<file path="config.mk">
export PLATFORM = sky130hd
export DESIGN_NAME = asic_andn_pipe
export DESIGN_NICKNAME = d
export VERILOG_FILES = /design/src/rtl/asic_andn_pipe_pkg.sv /design/src/rtl/asic_and4.sv /design/src/rtl/asic_andn_pipe.sv
export SDC_FILE = /design/constraint.sdc
export NUM_CORES = 1
export LEC_CHECK = 0
export ABC_AREA = 1
export BUFFER_PORTS_ARGS = -buffer_cell sky130_fd_sc_hd__buf_2
export CAP_MARGIN = 20
export CORE_UTILIZATION = 25
export CTS_CLUSTER_SIZE = 24
export DETAILED_ROUTE_END_ITERATION = 8
export GPL_TIMING_DRIVEN = 0
export PLACE_DENSITY_LB_ADDON = 0.08
export RECOVER_POWER = 100
export SYNTH_ARGS = -nofsm -noshare
export SYNTH_HDL_FRONTEND = slang
export SYNTH_SLANG_ARGS = --single-unit
</file>
<file path="constraint.sdc">
create_clock -name clk -period 1 [get_ports clk]
set_clock_uncertainty 0.15 [all_clocks]
set_input_delay 0.05 -clock clk [delete_from_list [all_inputs] [get_ports clk]]
set_output_delay 0.05 -clock clk [all_outputs]
set_load 0.01 [all_outputs]
</file>
<file path="src/rtl/asic_andn_pipe_pkg.sv">
// Shared sizing helpers for the AND-reduction tree: level count and per-level widths.
package asic_andn_pipe_pkg;

  localparam int LEAF_WIDTH = 4;

  // Number of 4:1 tree levels needed to reduce n lanes to one bit.
  function automatic int clog4(input int n);
    int levels;
    int span;
    levels = 0;
    span   = 1;
    while (span < n) begin
      span   = span * LEAF_WIDTH;
      levels = levels + 1;
    end
    return levels;
  endfunction

  // Width of the vector after k levels of reduction: ceil(n / 4^k).
  function automatic int level_width(input int n, input int k);
    int div;
    div = 1;
    for (int i = 0; i < k; i++) begin
      div = div * LEAF_WIDTH;
    end
    return (n + div - 1) / div;
  endfunction

endpackage

</file>
<file path="src/rtl/asic_and4.sv">
// 4-input AND leaf cell; PROP selects the implementation variant in technology mapping.
module asic_and4 #(
  parameter string PROP = "DEFAULT"
) (
  input  logic [3:0] a,
  output logic       z
);

  assign z = &a;

endmodule

</file>
<file path="src/rtl/asic_andn_pipe.sv">
// N-lane masked AND reduction built from 4-input leaf cells, with an optional
// valid/ready register stage after every tree level.
module asic_andn_pipe
  import asic_andn_pipe_pkg::*;
#(
  parameter int    N    = 16,
  parameter int    PIPE = 1,
  parameter string PROP = "DEFAULT"
) (
  input  logic         clk,
  input  logic         nreset,
  input  logic         in_valid,
  output logic         in_ready,
  input  logic [N-1:0] in,
  input  logic [N-1:0] mask,
  output logic         out_valid,
  input  logic         out_ready,
  output logic         z
);

  localparam int L = clog4(N);

  logic [L:1]   v_reg;
  logic [L:0]   v_chain;
  logic [L+1:1] adv;

  genvar gi, gj;

  if (PIPE != 0) begin : g_flow
    assign v_chain  = {v_reg, in_valid};
    assign adv[L+1] = out_ready;

    // A stage advances when it, or every stage downstream of it, can drain.
    for (gi = 1; gi <= L; gi++) begin : g_adv
      assign adv[gi] = out_ready | ~(&v_reg[L:gi]);
    end

    always_ff @(posedge clk or negedge nreset) begin
      if (!nreset) begin
        v_reg <= '0;
      end else begin
        for (int k = 1; k <= L; k++) begin
          if (adv[k]) begin
            v_reg[k] <= v_chain[k-1];
          end
        end
      end
    end

    assign in_ready  = adv[1];
    assign out_valid = v_reg[L];
  end else begin : g_comb_flow
    assign v_reg     = '0;
    assign v_chain   = '0;
    assign adv       = '1;
    assign in_ready  = out_ready;
    assign out_valid = in_valid;
  end

  for (gi = 0; gi <= L; gi++) begin : lvl
    localparam int W = level_width(N, gi);
    logic [W-1:0] data;

    if (gi == 0) begin : g_src
      // Masked-off lanes read as 1 so they cannot pull the result low.
      assign data = in | ~mask;
    end else begin : g_red
      localparam int WP = level_width(N, gi - 1);
      logic [4*W-1:0] padded;
      logic [W-1:0]   reduced;

      always_comb begin
        padded         = '1;
        padded[WP-1:0] = lvl[gi-1].data;
      end

      for (gj = 0; gj < W; gj++) begin : g_leaf
        asic_and4 #(.PROP(PROP)) u_and4 (
          .a (padded[4*gj +: 4]),
          .z (reduced[gj])
        );
      end

      if (PIPE != 0) begin : g_reg
        logic [W-1:0] data_reg;

        always_ff @(posedge clk or negedge nreset) begin
          if (!nreset) begin
            data_reg <= '0;
          end else if (adv[gi]) begin
            data_reg <= reduced;
          end
        end

        assign data = data_reg;
      end else begin : g_wire
        assign data = reduced;
      end
    end
  end

  assign z = lvl[L].data[0];

endmodule

</file>
# ---- Word level (Yosys, flattened, before mapping)
# Cells that the tools add are included.
# W data, S select, Z words.
dict set report classes {
  n_bitwise 6
  reduce_logical 6
}
# cell n
set op_table {}
lappend op_table {{$reduce_and A4 Y1} 5}
lappend op_table {{$not A16 Y16} 1}
lappend op_table {{$or A16 B16 Y16} 1}
lappend op_table {{$not A1 Y1} 2}
lappend op_table {{$or A1 B1 Y1} 2}
lappend op_table {{$reduce_and A2 Y1} 1}
dict set report totals {
  regBits 7
  input_bits 36
  out_inout_bits 3
}

# ---- Logic depth before layout (Yosys ltp)
# Gate-level depths: netlist (run 1).
dict set report depth {
  word_depth 3
  mapped_depth 6
  mapped_depth_nobuf 6
}

# ---- Modules after synthesis
# From an unflattened synthesis (run 1), not the netlist that was laid out.
dict set report hier_totals {
  cells_unflattened 76
  area_unflattened_um2 459.2
}
# module n_inst cells_per_inst area_each_um2
set by_module_without_submodules {}
lappend by_module_without_submodules {asic_andn_pipe 1 61 402.9}
lappend by_module_without_submodules {asic_and4 5 3 11.3}

# ---- Worst setup path before layout (run 1)
# Ideal clock, no wire load.
dict set report synth_path {
  kind {register -> register}
  startpoint {register v_reg[2] in the netlist's numbering}
  endpoint {register lvl[1].g_red.g_reg.data_reg[0]}
  setup_time_ps 116
  t_arrival_ps 805
  required_ps 734
  setup_slack_ps -72
  path_stages_with_launch 6
  path_buffers 0
  cell_sequence {dfrtp_1 > nand2_2 > nor2_4 > inv_2 > nand2_1 > nand2_1}
}
dict set report synth_via {
  elab_chain_cells 3
}
# item line
set synth_rtl {}
lappend synth_rtl {{start: declaration} asic_andn_pipe.sv:23} ;# logic [L:1] v_reg;
lappend synth_rtl {{start signal: indexed assignment} asic_andn_pipe.sv:44} ;# v_reg[k] <= v_chain[k-1];
lappend synth_rtl {{$reduce_and A2 Y1} asic_andn_pipe.sv:35} ;# assign adv[gi] = out_ready | ~(&v_reg[L:gi]);
lappend synth_rtl {{$not A1 Y1} asic_andn_pipe.sv:35}
lappend synth_rtl {{$or A1 B1 Y1} asic_andn_pipe.sv:35}
lappend synth_rtl {{net in_ready} asic_andn_pipe.sv:13} ;# output logic in_ready,
lappend synth_rtl {{end signal: assignment} asic_andn_pipe.sv:91} ;# data_reg <= reduced;
lappend synth_rtl {{end: declaration} asic_andn_pipe.sv:85} ;# logic [W-1:0] data_reg;
# The timed path passes the listed nets, and every way through them passes these cells.
# A chain may end at the register's enable or synchronous reset.

# ---- Worst setup path in the final report (run 1)
dict set report layout_path {
  startpoint {register v_reg[2] in the netlist's numbering}
  endpoint {output port in_ready}
}
dict set report layout_via {
  elab_chain_cells 3
}
# item line
set layout_rtl {}
lappend layout_rtl {{$reduce_and A2 Y1} asic_andn_pipe.sv:35}
lappend layout_rtl {{$not A1 Y1} asic_andn_pipe.sv:35}
lappend layout_rtl {{$or A1 B1 Y1} asic_andn_pipe.sv:35}
lappend layout_rtl {{end: declaration} asic_andn_pipe.sv:13}
# Every way passes these cells.

==> run_results.csv, run 1 <==
group,metric,value,unit
power,peakVddDrop,0.4867,mV
grt,grt_usage,15.61,%
yosys,synth_cells,75,
sta,worst_slew_pin_slew,390.1,ps
die,fp-row-count,14,
placement,place.gp.congestion,0.6561,
die,coreArea,1594,um2
setup_path,r2r_setup_slack,-160,ps
setup_path,r2r_start,"v_reg[2]",
yosys,yosysTopAreaCellShare,39.22,%
cells_and_area,synthToLayoutAreaGrowth,107.0,%
cells_and_area,fin_cells,164,
flow_run,maxCapViolations,0,
sta,slew_violations,0,
power,p_clk_share,29.9,%
power,switchingPower,208.8,uW
sta,hold_viol_final,0,
min_path,hold_class,"in -> reg",
grt,grt_pass1_wl,2.283,mm
yosys,ys_seq_area_share,39.22,%
detailed_routing,dr_total_vias,632,
grt,grt-ovfl-total,0,
setup_path,worstSetupEndpointType,"output pin",
yosys,synth.avg_cell_area,5.956,um2
setup_path,required,800,ps
yosys,netlist_top_cells_area,"dfrtp_1 39%, nand2_1 33%, inv_1 15%",
cells_and_area,largest_register_ffs,4,
die,die_height,44.27,um
setup_path,path_cells,"nand2_2, nor2_4, inv_2, buf_6",
power,p_leak,0.0005890,uW
run_status,violations,"design-rule violations, negative setup slack",
grt,grt_max_degree,8,
clocking,cts_buffers,3,
yosys,syn_nets,111,
die,dieArea,1960,um2
power,p_int,617.8,uW
die,dieWidth,44.27,um
setup_path,r2r_cells,4,
sta,min_period,1167,ps
setup_path,critPathSlowestCell,"dfrtp_1",
clocking,clock_latency,240,ps
power,power_frac_comb,30.9,%
setup_path,start_kind,"flip-flop",
clocking,cts_tree,"done",
placement,port_buffers,38,
detailed_routing,drt_wl_total,1.210,mm
die,start_util,28.02,%
sta,min_period_over_period,116.7,%
placement,placed_cells,137,
setup_path,cp_max_fo,3,
sta,timing.fmax,857.2,MHz
yosys,synth-seq-cells,7,
min_path,hold_path_startpoint,"in[5]",
setup_path,cp_data_arrival_time,970,ps
setup_path,max_stage_delay,370,ps
detailed_routing,vias_per_cell,3.854,
die,num_io_pins,39,
clocking,cts_sinks,7,
placement,place_ws,-67.67,ps
yosys,yosysUniqueCellTypes,10,
yosys,yosysTopAreaCell,"dfrtp_1",
power,p_seq_share,39.2,%
clocking,htree_levels,1,
sta,relSlewSlack,73.99,%
detailed_routing,drt_pre_antenna_iters,5,
placement,dpl.hpwl,744.2,um
power,powerDensity,894.0,nW/um2
sta,setup_ws,-166.6,ps
yosys,syn_area,446.7,um2
grt,grt_pass1_vias,687,
sta,rsz0062_at_grt,"true",
power,total_power,826.6,uW
detailed_routing,detail-route-antenna-nets,0,
cells_and_area,drive_gt1_share,35.00,%
sta,setup_viol,7,
detailed_routing,wl_per_cell,7.378,um
clocking,cts_buffer_depth,2,
cells_and_area,num-nets-final,177,
detailed_routing,drc,4,
setup_path,critPathKind,"reg -> out",
clocking,clkTransAtPathRegs,50,ps
clocking,root_buffer,"clkbuf_4",
grt,antenna_found_initial,0,
detailed_routing,drtIter0Drc,7,
cells_and_area,num_antenna_cells,0,
power,p_sw_share,25.26,%
min_path,min_to,"lvl[1].data[1]",
yosys,synth_warnings,0,
min_path,hold_depth,7,
setup_path,r2r-end,"v_reg[1]",
run_status,status,"complete, but fails checks",
==> worst max path at each step <==
stage / start / endpoint / slack, ps / cells past startpoint
after floorplan: v_reg[2] / lvl[1].data[0] / -70 / 5
after global placement: v_reg[2] / lvl[1].data[1] / -80 / 5
after detailed placement: v_reg[2] / lvl[1].data[1] / -70 / 5
after CTS: v_reg[2] / in_ready / -200 / 4
after global routing: v_reg[2] / in_ready / -220 / 4
final: v_reg[2] / in_ready / -170 / 4
==> Yosys cell counts <==
cell	number
inv_2	2
nand2_1	39
nand4_1	1
inv_1	18
dfrtp_1	7
or2_1	1
nand3_1	1
nor2_1	4
nand2_2	1
nor2_4	1
==> per-stage QoR <==
stage	utilization (%)	instance area [um2]	hold WS, ps	setup TNS, ps
floorplan	-	446.7	-395.6	-347.6
global placement	41.84	666.9	-257.8	-383.7
detailed placement	41.84	666.9	-255.3	-320.3
CTS	57.22	912.1	18.76	-874.9
global route	58.01	924.6	67.58	-1307
finish	58.01	924.6	35.63	-853.4
==> metal layers <==
metal / GRT usage, % / wire (um) / share of wire (%)
met5: 0 / 0 / 0
met4: 7.273 / 15 / 1.2
met3: 2.449 / 68 / 5.6
met2: 32.65 / 649 / 54
met1: 13.96 / 476 / 39
==> logic make-up after synthesis <==
family / synth area share [%]
simple gates: 43.98
buf+inv: 16.81
flops: 39.22
==> power groups by stage <==
stage               Combinational [uW]  Sequential, uW  Clock [uW]
finish                             256             324         247
global route                       293             327         272
CTS                                248             324         258
detailed placement                 172             328           0
global placement                   169             328           0
floorplan                         82.3             328           0
==> placed cells by master (no fill, tap or decap) <==
master,count
buf_2,35
buf_4,3
buf_6,2
clkbuf_1,2
clkbuf_2,1
clkbuf_4,3
dfrtp_1,7
dlygate4sd3_1,19
inv_1,18
inv_2,2
nand2_1,38
nand2_2,2
nand3_1,1
nand4_1,1
nor2_1,4
nor2_4,1
or2_1,1
==> critical path: cells and delay by family (launching register included) <==
kind | cells | cell delay (ps)
simple gates | 2 | 190
buf+inv | 2 | 160
flops | 1 | 370
==> layout make-up <==
type	instances	area [um2]
clock buffer	4	26.28
fill	157	669.4
inverter	20	75.07
multi-input combinational	48	198.9
sequential	7	175.2
tap	24	30.03
timing repair buffer	61	419.2
==> what timing repair did <==
item / CTS / global route
cloned: 0 / 0
hold buffers: 19 / 0
hold endpoints to repair: 13 / 0
setup buffers: 3 / 2
pin swaps: 2 / 4
resized for setup: 1 / 2
setup endpoints to repair: 6 / 8
Note: power is estimated with default switching activity, not from simulation.
==> run 2: changes to the inputs <==
--- a/config.mk
+++ b/config.mk
@@ -13,7 +13,8 @@
 export DETAILED_ROUTE_END_ITERATION = 8
 export GPL_TIMING_DRIVEN = 0
 export PLACE_DENSITY_LB_ADDON = 0.08
-export RECOVER_POWER = 100
+export RECOVER_POWER = 50
+export SLEW_MARGIN = 20
 export SYNTH_ARGS = -nofsm -noshare
 export SYNTH_HDL_FRONTEND = slang
 export SYNTH_SLANG_ARGS = --single-unit
==> run_results.csv, run 2 (same netlist as run 1, synthesis figures left out) <==
group,metric,value,unit
cells_and_area,multi_input_area,198.9,um2
grt,grt_max_degree,8,
detailed_routing,drc,4,
setup_path,critPathKind,"reg -> out",
clocking,htree_levels,1,
grt,grt-ovfl-total,0,
detailed_routing,drt_wl_total,1.210,mm
clocking,cts_buffers,3,
power,p_leak,0.0005899,uW
clocking,cts_buffer_depth,2,
grt,grt_usage,15.61,%
run_status,status,"complete, but fails checks",
min_path,hold_class,"in -> reg",
placement,dpl.hpwl,744.2,um
die,coreArea,1594,um2
clocking,cts_sinks,7,
setup_path,crit_end,"in_ready",
setup_path,cp_max_fo,3,
clocking,root_buffer,"clkbuf_4",
sta,setup_ws,-166.6,ps
sta,min_period,1167,ps
grt,grt_pass1_wl,2.283,mm
sta,rsz0062_at_grt,"true",
setup_path,worstSetupEndpointType,"output pin",
die,fp-row-count,14,
run_status,violations,"design-rule violations, negative setup slack",
power,total_power,826.6,uW
clocking,clock_latency,240,ps
die,start_util,28.02,%
setup_path,critPathSlowestCell,"dfrtp_1",
cells_and_area,largest_register_ffs,4,
sta,hold_viol_final,0,
cells_and_area,synthToLayoutAreaGrowth,107.0,%
cells_and_area,num_antenna_cells,0,
die,dieArea,1960,um2
setup_path,cp_data_arrival_time,970,ps
die,num_io_pins,39,
detailed_routing,vias_per_cell,3.854,
clocking,cts_tree,"done",
cells_and_area,fill_cells,157,
setup_path,r2r_start,"v_reg[2]",
sta,worst_slew_pin_slew,390.1,ps
cells_and_area,final_cell_mix,"38 x nand2_1, 36 x buf_2, 19 x dlygate4sd3_1, 18 x inv_1, 7 x dfrtp_1",
placement,place_area,666.9,um2
setup_path,r2r_cells,4,
cells_and_area,seq_area,175.2,um2
placement,place.gp.congestion,0.6561,
sta,slew_violations,0,
detailed_routing,drtIter0Drc,7,
sta,min_period_over_period,116.7,%
cells_and_area,final_common_cell,"nand2_1",
setup_path,crit_start,"v_reg[2]",
cells_and_area,stdcell_area,924.6,um2
clocking,clkTransAtPathRegs,50,ps
detailed_routing,dr_total_vias,632,
setup_path,required,800,ps
cells_and_area,drive_gt1_share,35.00,%
grt,antenna_found_initial,0,
die,die_height,44.27,um
die,dieWidth,44.27,um
cells_and_area,num-nets-final,177,
setup_path,r2r_setup_slack,-160,ps
setup_path,crit_cells,4,
sta,setup_viol,7,
power,peakVddDrop,0.4867,mV
detailed_routing,wl_per_cell,7.378,um
setup_path,start_kind,"flip-flop",
detailed_routing,detail-route-antenna-nets,0,
placement,port_buffers,38,
grt,grt_pass1_vias,687,
setup_path,cp_top_family,"flip-flops",
detailed_routing,drt_pre_antenna_iters,5,
sta,timing.fmax,857.2,MHz
setup_path,r2r-end,"v_reg[1]",
setup_path,max_stage_delay,370,ps
placement,place_ws,-67.67,ps
power,powerDensity,894.0,nW/um2
setup_path,path_cells,"nand2_2, nor2_4, inv_2, buf_6",
flow_run,maxCapViolations,0,
sta,relSlewSlack,73.99,%
setup_path,cp_num_buf_inv,2,
[run 2: worst min-delay path by stage]
stage          startpoint        endpoint  slack, ps  cells past startpoint
2_1_floorplan      nreset  lvl[1].data[0]       -400                      0
3_3_place_gp       nreset  lvl[1].data[3]       -260                      1
3_5_place_dp       nreset        v_reg[2]       -260                      1
4_1_cts            nreset        v_reg[2]         20                      2
5_1_grt             in[5]  lvl[1].data[1]         70                      7
6_report            in[5]  lvl[1].data[1]         40                      7
[run 2: final cells by class]
type / count / share of cell area (%)
Tap cell: 24 / 3.248
Multi-Input combinational cell: 48 / 21.52
Sequential cell: 7 / 18.94
Clock buffer: 4 / 2.842
Timing Repair Buffer: 61 / 45.33
Inverter: 20 / 8.119
[run 2: metrics by stage]
step | cells | TNS, ps | utilization [%] | hold slack [ps]
3_3_place_gp | 137 | -383.7 | 41.84 | -257.8
4_1_cts | 163 | -874.9 | 57.22 | 18.76
2_1_floorplan | 75 | -347.6 | - | -395.6
6_report | 164 | -853.4 | 58.01 | 35.63
3_5_place_dp | 137 | -320.3 | 41.84 | -255.3
5_1_grt | 164 | -1307 | 58.01 | 67.58
[run 2: worst register-to-register path, cell delays in order (launching register included)]
cell	delay, ps
dfrtp_1	390
nand2_2	110
nor2_4	40
buf_4	140
or2_1	220
[run 2: routing by layer]
metal  part of all wire [%]  GRT usage [%]  vias to the layer above  wire, um
met5                      0              0                        -         0
met4                    1.2          7.273                        0        15
met3                    5.4          2.449                        2        65
met2                     54          32.65                       27       649
met1                     40          13.96                      264       480
li1                       -              -                      339         -
[run 2: timing repair]
action                                 4_1_cts  5_1_grt
endpoints found under the hold margin       13        0
setup endpoints to repair                    6        8
setup buffers                                3        2
gates resized for setup                      1        2
pin swaps                                    2        4
hold buffers                                19        0
[run 2: power by group]
| group | total (uW) | switching (uW) | internal [uW] |
|---|---|---|---|
| clock network | 247 | 95.5 | 152 |
| logic | 256 | 99.7 | 156 |
| registers | 324 | 13.6 | 310 |
